===== src/rtl/hazard_ctrl.sv =====
// hazard_ctrl: hazard and forwarding controller for the F/D/E RV32 pipeline.
// Latency: for_A/for_B/stall/flush_D/mem_req are combinational from the E shadow and D inputs.
//          mem_err and the perf counters are registered.
// Backpressure: a pending data-memory access holds the whole pipeline (stall, E shadow held)
//               until mem_ready or a MAX_WAIT timeout. A taken branch flushes D and bubbles E.
//
// Ports:
//   clk, rst                  clock, synchronous active-high reset
//   valid_D .. mem_op_D       decoded fields of the instruction sitting in D
//   br_taken, mem_ready       E-stage branch resolution and data-memory completion
//   for_A, for_B              select Alu_out_E onto operand A / B
//   stall, flush_D            hold PC + F/D, clear F/D at next edge
//   mem_req, mem_err          E access outstanding, sticky timeout flag
//   perf_stall_cnt/flush_cnt  event counters, present only when HAZARD_PERF_EN is defined
//
// Optional build macro: HAZARD_PERF_EN (default undefined: counter ports read 0, no counter flops).

module hazard_ctrl #(
    parameter int unsigned MAX_WAIT = 16,
    parameter int unsigned XLEN_REG = 5
) (
    input  logic                clk,
    input  logic                rst,
    input  logic                valid_D,
    input  logic [XLEN_REG-1:0] rs1_D,
    input  logic [XLEN_REG-1:0] rs2_D,
    input  logic                use_rs1_D,
    input  logic                use_rs2_D,
    input  logic [XLEN_REG-1:0] rd_D,
    input  logic                reg_wr_D,
    input  logic [1:0]          wb_sel_D,
    input  logic                mem_op_D,
    input  logic                br_taken,
    input  logic                mem_ready,
    output logic                for_A,
    output logic                for_B,
    output logic                stall,
    output logic                flush_D,
    output logic                mem_req,
    output logic                mem_err,
    output logic [31:0]         perf_stall_cnt,
    output logic [31:0]         perf_flush_cnt
);

    typedef enum logic [0:0] {RUN, MEM_WAIT} state_t;

    typedef struct packed {
        logic                valid;
        logic [XLEN_REG-1:0] rd;
        logic                reg_wr;
        logic [1:0]          wb_sel;
        logic                mem_op;
    } shadow_t;

    // The wait counter holds how many mem_ready-low cycles the current E access has
    // already spent, so the timeout fires on the MAX_WAIT-th consecutive low cycle.
    localparam logic [7:0] WAIT_LAST = 8'(MAX_WAIT - 1);

    state_t     state_q;
    logic [7:0] wait_cnt_q;
    logic       mem_err_q;
    shadow_t    shadow_q, shadow_d;

    logic match_a, match_b, alu_e, e_mem, data_haz;
    logic timeout_now, mem_wait_active, stall_raw, flush_raw;

    assign match_a = valid_D & shadow_q.valid & shadow_q.reg_wr & (shadow_q.rd != '0)
                   & use_rs1_D & (shadow_q.rd == rs1_D);
    assign match_b = valid_D & shadow_q.valid & shadow_q.reg_wr & (shadow_q.rd != '0)
                   & use_rs2_D & (shadow_q.rd == rs2_D);
    assign alu_e   = (shadow_q.wb_sel == 2'b00);
    assign e_mem   = shadow_q.valid & shadow_q.mem_op;

    // Load or PC-link result is not ready for forwarding; the register file writes at the
    // end of E, so one bubble is enough.
    assign data_haz = (match_a | match_b) & ~alu_e;

    assign timeout_now     = e_mem & ~mem_ready & (wait_cnt_q == WAIT_LAST);
    assign mem_wait_active = e_mem & ~mem_ready & ~timeout_now;

    assign stall_raw = mem_wait_active | (data_haz & ~br_taken);
    assign flush_raw = br_taken & ~mem_wait_active;

    // Outputs drop in the very cycle rst is sampled, not one cycle later.
    assign for_A   = ~rst & match_a & alu_e;
    assign for_B   = ~rst & match_b & alu_e;
    assign stall   = ~rst & stall_raw;
    assign flush_D = ~rst & flush_raw;
    assign mem_req = ~rst & mem_wait_active;
    assign mem_err = ~rst & mem_err_q;

    // E shadow next state: memory wait holds, branch or load-use inserts a bubble.
    always_comb begin
        shadow_d = shadow_q;
        if (mem_wait_active) begin
            shadow_d = shadow_q;
        end else if (br_taken | data_haz) begin
            shadow_d = '0;
        end else begin
            shadow_d.valid  = valid_D;
            shadow_d.rd     = rd_D;
            shadow_d.reg_wr = reg_wr_D;
            shadow_d.wb_sel = wb_sel_D;
            shadow_d.mem_op = mem_op_D;
        end
    end

    always_ff @(posedge clk) begin
        if (rst) begin
            state_q    <= RUN;
            wait_cnt_q <= '0;
            mem_err_q  <= 1'b0;
            shadow_q   <= '0;
        end else begin
            shadow_q <= shadow_d;
            if (timeout_now) begin
                mem_err_q <= 1'b1;
            end
            case (state_q)
                RUN: begin
                    if (mem_wait_active) begin
                        state_q    <= MEM_WAIT;
                        wait_cnt_q <= 8'd1;
                    end else begin
                        wait_cnt_q <= '0;
                    end
                end
                MEM_WAIT: begin
                    // Leaves on mem_ready or timeout; both release E as a completion.
                    if (mem_wait_active) begin
                        wait_cnt_q <= wait_cnt_q + 8'd1;
                    end else begin
                        state_q    <= RUN;
                        wait_cnt_q <= '0;
                    end
                end
                default: begin
                    state_q    <= RUN;
                    wait_cnt_q <= '0;
                end
            endcase
        end
    end

`ifdef HAZARD_PERF_EN
    logic [31:0] perf_stall_q, perf_flush_q;

    always_ff @(posedge clk) begin
        if (rst) begin
            perf_stall_q <= '0;
            perf_flush_q <= '0;
        end else begin
            if (stall_raw) begin
                perf_stall_q <= perf_stall_q + 32'd1;
            end
            if (flush_raw) begin
                perf_flush_q <= perf_flush_q + 32'd1;
            end
        end
    end

    assign perf_stall_cnt = rst ? '0 : perf_stall_q;
    assign perf_flush_cnt = rst ? '0 : perf_flush_q;
`else
    assign perf_stall_cnt = '0;
    assign perf_flush_cnt = '0;
`endif

endmodule


===== config.mk =====
export PLATFORM = sky130hd
export DESIGN_NAME = hazard_ctrl
export DESIGN_NICKNAME = d
export VERILOG_FILES = /design/src/rtl/hazard_ctrl.sv
export SDC_FILE = /design/constraint.sdc
export NUM_CORES = 1
export LEC_CHECK = 0
export CORE_MARGIN = 2
export CORE_UTILIZATION = 32
export CTS_CLUSTER_SIZE = 14
export DETAILED_ROUTE_END_ITERATION = 6
export PLACE_DENSITY = 0.76
export SLEW_MARGIN = 5
export SYNTH_ARGS = -nofsm -noshare
export SYNTH_HDL_FRONTEND = slang
export SYNTH_SLANG_ARGS = --single-unit

===== constraint.sdc =====
create_clock -name clk -period 1.6 [get_ports clk]
set_input_delay 0.24 -clock clk [delete_from_list [all_inputs] [get_ports clk]]
set_output_delay 0.24 -clock clk [all_outputs]
set_load 0.05 [all_outputs]

### After elaboration in Yosys (flattened, before gate mapping)

Index checks and enable logic that the tools add are counted.

| operators by class | value |
|---|---|
| $add $sub $neg | 1 |
| $mul | 0 |
| div/mod/pow operators | 0 |
| order comparisons | 0 |
| eq/ne operators | 3 |
| shift-type cells | 0 |
| mux-type cells | 5 |
| bitwise gates (word level) | 32 |
| reduce and logical (&&, ||, !) cells | 2 |

Operators by type and width:

| kind | number |
|---|---|
| bitwise AND 1 bit | 22 |
| case mux 8 bit (2 select lines) | 1 |
| equality test 5 bit | 2 |
| two-way mux 10 bit | 1 |
| adder 8 x 1 -> 8 bit (second input constant) | 1 |
| equality test 8 x 4 -> 1 bit (second input constant) | 1 |
| two-way mux 8 bit | 1 |
| inverter 1 bit | 7 |
| nonzero test 5 bit | 1 |
| OR 1 bit | 3 |
| zero test 2 bit | 1 |
| two-way mux 1 bit | 2 |

| word-level totals | value |
|---|---|
| register bits after elaboration | 20 |
| latch bits | 0 |
| memory bits (writable) | 0 |
| bits in read-only memories | 0 |
| input bits | 26 |
| output and inout port bits | 70 |
| word-level logic and storage cells | 51 |
| memories kept | 0 |

### Logic depth before layout (Yosys ltp)

| depth | value |
|---|---|
| depth in word-level cells | 10 |
| mapped depth | 8 |
| mapped depth without buffers | 7 |

### Worst setup path after synthesis

No wires, ideal clock.

| timing | value |
|---|---|
| kind | register to output |
| start | register wait_cnt_q[5] |
| end | output stall |
| arrival time | 1780 ps |
| data required time | 1360 ps |
| slack | -420 ps |
| stages on the path, launching flop included | 7 |
| path buffers | 1 |
| path through | dfxtp_1 -> or4_4 -> o21ai_4 -> or2_4 -> inv_2 -> buf_6 -> a21o_1 |

| on the way | value |
|---|---|
| word-level cells in the longest chain between the ends | 6 |

Ends and longest elaborated chain:

| item | line | source |
|---|---|---|
| start, declared | 60 | `logic [7:0] wait_cnt_q;` |
| start signal, assigned | 131 | `wait_cnt_q <= wait_cnt_q + 8'd1;` |
| equality test 8 x 4 -> 1 bit | 78 | `assign timeout_now = e_mem & ~mem_ready & (wait_cnt_q == WAIT_LAST);` |
| bitwise AND 1 bit | 78 |  |
| inverter 1 bit | 79 | `assign mem_wait_active = e_mem & ~mem_ready & ~timeout_now;` |
| bitwise AND 1 bit | 79 |  |
| OR 1 bit | 81 | `assign stall_raw = mem_wait_active \| (data_haz & ~br_taken);` |
| bitwise AND 1 bit | 87 | `assign stall = ~rst & stall_raw;` |
| end, declared | 37 | `output logic stall,` |

Every way passes these cells.

### Worst setup path in the final report

| timing | value |
|---|---|
| start | register shadow_q[7] (netlist name) |
| end | output stall |

| on the way | value |
|---|---|
| word-level cells in the longest chain between the ends | 9 |
| elaborated cells between the ends (all ways) | 13 |
| classes of those cells | eq/ne: 2; bitwise: 10; reduce/logical: 1 |

Ends and longest elaborated chain:

| item | line | source |
|---|---|---|
| start, declared | 62 | `shadow_t shadow_q, shadow_d;` |
| start signal, assigned | 115 | `shadow_q <= shadow_d;` |
| nonzero test 5 bit | 67, 69 |  |
| bitwise AND 1 bit | 67, 69 |  |
| bitwise AND 1 bit, on equally long branches (2 in series) | 68, 70 |  |
| OR 1 bit * | 76 | `assign data_haz = (match_a \| match_b) & ~alu_e;` |
| bitwise AND 1 bit * | 76 |  |
| bitwise AND 1 bit * | 81 |  |
| OR 1 bit * | 81 |  |
| bitwise AND 1 bit * | 87 |  |

Every way passes the cells marked *; elsewhere a longest branch is shown, timed or not.

==> flow_metrics.py <==
metrics = {
    "worst_setup_path": {
        "cpPeakStageDelay_ns": 0.33,
        "crit_arrival_ns": 1.90,
        "worstSetupEndpointType": "primary output",
        "r2r_start": "shadow_q[7]$_SDFFE_PP0N_",
        "cp-startpoint": "shadow_q[7]$_SDFFE_PP0N_",
        "critPathMaxFanout": 3,
        "rr_worst_depth": 8,
        "path_cells": "buf_6, xor2_1, nor4_1, nand3_1, a211oi_2, a21o_4, buf_12",
        "cp.required_ns": 1.36,
        "r2r_slack_ns": -0.21,
        "crit_slowest_cell": "dfxtp_2",
        "critPathKind": "reg -> out",
        "startpoint_type": "flop",
        "timing.rr.end": "shadow_q[9]$_SDFFE_PP0N_",
    },
    "finish": {
        "fin_area_um2": 1960,
        "drive_gt1_frac": 0.274,
        "fin_cells": 282,
        "n_antenna_cell": 0,
        "areaGrowthSynthToFinish_pct": 38.3,
        "fillers": 417,
        "nets": 258,
    },
    "synthesis": {
        "synthMuxAreaShare": 0,
        "synth_xor_area_frac": 0.0989,
        "yosysWarnings": 0,
        "ys_seq_elements": 20,
        "synthAdderAreaFrac": 0.00883,
        "ys_seq_area_frac": 0.283,
        "synthDistinctLibCells": 32,
        "synthCells": 173,
        "yosys.area_share.simple": 0.178,
        "synth_compound_area_frac": 0.0707,
        "syn-cell-area_um2": 1420,
        "avgSynthCellArea_um2": 8.19,
        "synth_top_family_by_area": "buffers and inverters",
    },
    "clock_tree": {
        "cts.sinks": 20,
        "cts_buffer_depth": 2,
        "path_clk_slew_ns": 0.08,
        "htree_levels": 1,
        "clk_root_buffer_cell": "clkbuf_8",
        "clk_latency_ns": 0.26,
        "cts_buffers": 3,
        "cts_tree": "done",
    },
    "flow_run": {
        "cap_violations": 0,
    },
    "min_path": {
        "min_from": "mem_err_q$_SDFFE_PP0P_",
        "holdPathStages": 2,
        "min_to": "mem_err_q$_SDFFE_PP0P_",
        "min-delay-path-class": "reg -> reg",
    },
    "routing": {
        "highest_layer": "met4",
        "route.met3.wl_um": 233,
        "drt_iter0_markers": 30,
        "viasPerCell": 3.97,
        "drt-total-wl_um": 2900,
        "drc": 0,
        "drtAntennaViolNets": 0,
        "met1_length_um": 1080,
        "routedWlPerCell_um": 10.3,
        "num_vias": 1120,
        "firstDrtPassIters": 4,
        "wl_met2_um": 1520,
    },
    "floorplanning": {
        "core_area_um2": 4290,
        "rows": 24,
        "fp.dieH_um": 70.5,
        "dieArea_um2": 4970,
        "die_x_um": 70.5,
        "initial_core_util": 0.330,
        "ioPinCount": 96,
    },
    "timing": {
        "fmax_mhz": 468,
        "rsz0062_at_grt": "yes",
        "timing.setup.tns_ns": -4.04,
        "period_minus_slack_ns": 2.14,
        "setup_ws_ns": -0.539,
        "setup_viol": 15,
        "finClkSkew_ns": 0.00522,
        "hold_viol": 0,
        "fin_crit_sh": 1.34,
        "drv_slew": 0,
    },
    "global_routing": {
        "grtUsageTotal": 0.107,
        "overflow": 0,
        "grt_max_degree": 12,
        "grt_pass1_wl_um": 4260,
        "antenna_found_initial": 0,
        "first_global_vias": 955,
    },
    "power_and_ir_drop": {
        "ir_drop_mv": 0.248,
        "swShare": 0.400,
        "leakage_nw": 0.915,
        "internal_power_w": 0.000828,
        "comb_power_share": 0.348,
        "switchingPower_w": 0.000551,
        "seqPwrFrac": 0.375,
        "pwr-share-clk": 0.277,
        "p_per_area_nw_per_um2": 705,
    },
    "placed_design": {
        "pre_cts_ws_ns": -0.556,
        "gp_congestion": 0.768,
        "dpl-instance-area_um2": 1760,
        "numPortBuffers": 31,
        "dp_hpwl_um": 2140,
        "dp.cells": 274,
    },
    "outcome": {
        "status": "finished with violations",
        "violations": "setup timing",
    },
}
[worst max path at each step]
stage | to | slack [ns] | cells past startpoint
4_1_cts | stall | -0.54 | 7
5_1_grt | stall | -0.65 | 7
3_3_place_gp | stall | -0.49 | 8
6_report | stall | -0.54 | 7
2_1_floorplan | stall | -0.34 | 6
3_5_place_dp | stall | -0.56 | 8
[per-stage QoR]
step            util  hold WS (ns)  total power, W
4_1_cts        0.449         0.451         0.00138
5_1_grt        0.456         0.490         0.00143
3_3_place_gp   0.411         0.432        0.000987
3_5_place_dp   0.411         0.439        0.000988
2_1_floorplan      -         0.312         0.00102
6_report       0.456         0.469         0.00138
[cell usage in the layout (no fill, tap or decap), types with 2 or more instances in the layout]
cell             netlist  layout
conb_1                 1      64
clkdlybuf4s50_1        0      25
buf_4                 64      21
dfxtp_1               20      15
nand2_1               13      12
xor2_1                11      11
nand3_1               11      11
nor2_1                13      11
o21ai_2                0       8
buf_12                 0       6
xnor2_1                5       5
buf_6                  1       5
dfxtp_2                0       5
clkbuf_8               0       4
or4_4                  1       3
nor4_1                 2       2
nor2_4                 0       2
a21oi_1                2       2
o21ai_1                8       2
[routing by layer]
layer,up-vias,GRT usage
met5,-,0
met4,0,0.0377
met3,6,0.0171
met2,60,0.191
met1,505,0.130
li1,549,-
[flip-flops by register name (all words and copies together), names as in the netlist]
signal	flops
shadow_q	10
wait_cnt_q	8
mem_err_q	1
state_q	1
[final cells by class]
class	count	area, µm²	share of cell area
Sequential cell	20	407	0.208
Clock buffer	4	55.1	0.0281
Tap cell	52	65.1	0.0332
Multi-Input combinational cell	147	835	0.426
Timing Repair Buffer	57	584	0.298
Inverter	2	12.5	0.00639
[synthesized netlist by cell type]
cell type,n,share of area
and2_1,1,0.0044
o2111ai_1,1,0.0062
xor2_1,11,0.068
inv_1,1,0.0026
buf_4,64,0.34
or4_4,1,0.0079
clkbuf_2,1,0.0035
clkbuf_1,1,0.0026
and3_2,1,0.0053
and3b_1,1,0.0062
inv_2,1,0.0026
nor2b_1,1,0.0044
o21ai_1,8,0.028
dfxtp_1,20,0.28
nor4_1,2,0.0088
a21oi_1,2,0.0071
buf_6,1,0.0079
nand2_1,13,0.034
nand4_1,1,0.0044
ha_1,1,0.0088
o21ai_0,2,0.0071
and3_1,1,0.0044
nor2_1,13,0.034
conb_1,1,0.0026
or2_4,1,0.0062
o21ai_4,1,0.011
a211oi_1,1,0.0053
nand3_1,11,0.039
a21o_1,1,0.0053
or4_1,2,0.011
and3b_2,1,0.0071
xnor2_1,5,0.031
[kinds of logic (layout without fill, tap and decap cells)]
| family | Yosys count | in the layout |
|---|---|---|
| other cells | 1 | 64 |
| simple gates | 50 | 50 |
| flops | 20 | 20 |
| buf+inv | 69 | 63 |
| fa+ha+maj | 1 | 1 |
| xor+xnor | 16 | 16 |
| compound gates | 16 | 16 |
[power by group through the flow]
stage	registers, W	clock network (W)	logic, W
after detailed placement	0.000527	0	0.000461
final	0.000518	0.000382	0.000480
after global routing	0.000519	0.000416	0.000499
after CTS	0.000518	0.000388	0.000472
after global placement	0.000527	0	0.000460
after floorplan	0.000527	0	0.000489
[critical path, delay by kind of cell (launching register included)]
family	cells	cell delay [ns]
AO/OA/AOI/OAI	2	0.49
buffers and inverters	2	0.23
XOR/XNOR	1	0.13
flip-flops	1	0.33
AND/OR/NAND/NOR	2	0.46
[repair_timing]
item / 4_1_cts / 5_1_grt
cloned: 1 / 0
buffers inserted: 7 / 0
hold buffers: 0 / 0
setup endpoints to repair: 17 / 21
resized for setup: 23 / 12
pin swaps: 19 / 6
Note: power is estimated with default switching activity, not from simulation.
==> variant (same flow settings) <==
Add a define of `HAZARD_PERF_EN`.
--- a/src/rtl/hazard_ctrl.sv
+++ b/src/rtl/hazard_ctrl.sv
@@ -14,6 +14,8 @@
 //   perf_stall_cnt/flush_cnt  event counters, present only when HAZARD_PERF_EN is defined
 //
 // Optional build macro: HAZARD_PERF_EN (default undefined: counter ports read 0, no counter flops).
+
+`define HAZARD_PERF_EN
 
 module hazard_ctrl #(
     parameter int unsigned MAX_WAIT = 16,
Function: changed (a bounded check fails within 4 cycles, from zero or initial values and one cycle with rst high).
==> variant against the unedited design <==
The run still ends with setup timing left. Total power grew to 3.5 times the old value. Sequential cell count up 64. Wire length increased to 4.9 times the old value. Synthesized area increased to 3.1 times the old value. Design area increased to 3.9 times the old value. Global-route usage grew 7.6 points. Utilization increased by 12 points. Setup slack lost 130 ps. Critical path depth fell by 2. Final cell count increased to 3.2 times the old value. Non-clock buffer count rose by 167. Critical path type unchanged. Largest power group is now the clock network. Highest routed layer unchanged.
==> variant: results (changes against the unedited design) <==
* First drt pass iteration count at 6 (+2)
* Pwr/cell area at 626 nW/um^2 (-11%)
* Post-synth top cells: sky130_fd_sc_hd__dfxtp_1, sky130_fd_sc_hd__nor2_1, sky130_fd_sc_hd__nor2b_1
* Setup-failing EPs final at 86 (+71)
* # resized after CTS at 67 (+190%)
* Cell count after placement at 871 (+220%)
* Routed length on met2 at 7.16 mm (+370%)
* R2R Path End: perf_flush_q[18]
* DRT iter0 DRCs at 172 (+470%)
* CP Capture Point: flush_D
* Detailed-route via count at 4,615 (+310%)
* Net count reported at finish at 758 (+190%)
* CTS Buf Count at 9 (+6)
* Worst Hold Path Cells at 4 (+2)
* Failing checks: setup timing
* Slowest-stage cell, CP: sky130_fd_sc_hd__or4_4
* Cell types occupying the most area after synthesis: sky130_fd_sc_hd__dfxtp_1, sky130_fd_sc_hd__nor2b_1, sky130_fd_sc_hd__mux2_2
* Count of non-filler cells in the finished layout at 910 (+220%)
* GRT met3 Usage at 4.42% (+2.7 points)
* Metal3 WL at 739 um (+220%)
* Clk_lat worst skew at 350 ps (+90 ps)
* Register-to-register setup slack at -610 ps (-400 ps)
* Count of different cell masters after synthesis at 41 (+28%)
* Share of synthesized area occupied by flip-flops and latches at 38.4% (+10 points)
* Clock network power consumption at 0.00238 W (+520%)
* Post-route setup slack at -667 ps (-128 ps)
* Largest registers: perf_flush_q: 32 flops, perf_stall_q: 32 flops, shadow_q: 10 flops
* Global routing usage on met2 at 31.3% (+12 points)
* Met1 layer wirelength in the final routing at 5.86 mm (+440%)
* DPL Wire Length at 9.34 mm (+340%)
* Critical R2R Launch: wait_cnt_q[4]
* Total GRT Usage at 18.2% (+7.6 points)
* Standard cell area after detailed placement at 6680 um^2 (+280%)
* Peak ir drop on the vdd network at 455 uV (+84%)
* Class of the most critical hold timing path: in2reg
* Avg Cell Area, Syn at 8.41 um^2 (+2.7%)
* Worst Reg-to-Reg Cells at 7 (-1)
* Result of the run: finished with violations
* First-pass GRT wire length at 21.5 mm (+410%)
* Final GP Congestion at 0.833 (+8.5%)
* Ratio of cells with drive above 1 in the final layout at 45.4% (+18 points)
* HP Start: rst
* Compound-gate portion of the synthesized area at 9.75% (+2.7 points)
-- variant: cell types whose count changed in the layout (fill, tap and decap cells not counted), sizes merged, moves of 12 or more --
cell,delta
nor3,+13
xnor2,+12
nand4,+14
nor2,+64
nand3,+17
buf,+168
nor2b,+58
a21oi,+32
conb,-64
dfxtp,+64
mux2,+30
-- variant: worst register-to-register path, cell delays in order (launching register included) --
cell and delay, ps:
sky130_fd_sc_hd__dfxtp_1 310, sky130_fd_sc_hd__or4_4 570, sky130_fd_sc_hd__o21a_4 240, sky130_fd_sc_hd__or3_4 360
sky130_fd_sc_hd__buf_8 160, sky130_fd_sc_hd__nor4_4 260, sky130_fd_sc_hd__xnor2_1 150, sky130_fd_sc_hd__nor2_1 50
-- variant: layout make-up --
cell class	count	area, um^2	area share, %
inverter	7	26.3	0.342
clock buffer	12	267	3.47
tap	176	220	2.86
clock inverter	4	70.1	0.911
sequential	84	1690	22.0
timing repair buffer	224	2370	30.8
multi-input combinational	403	3050	39.6
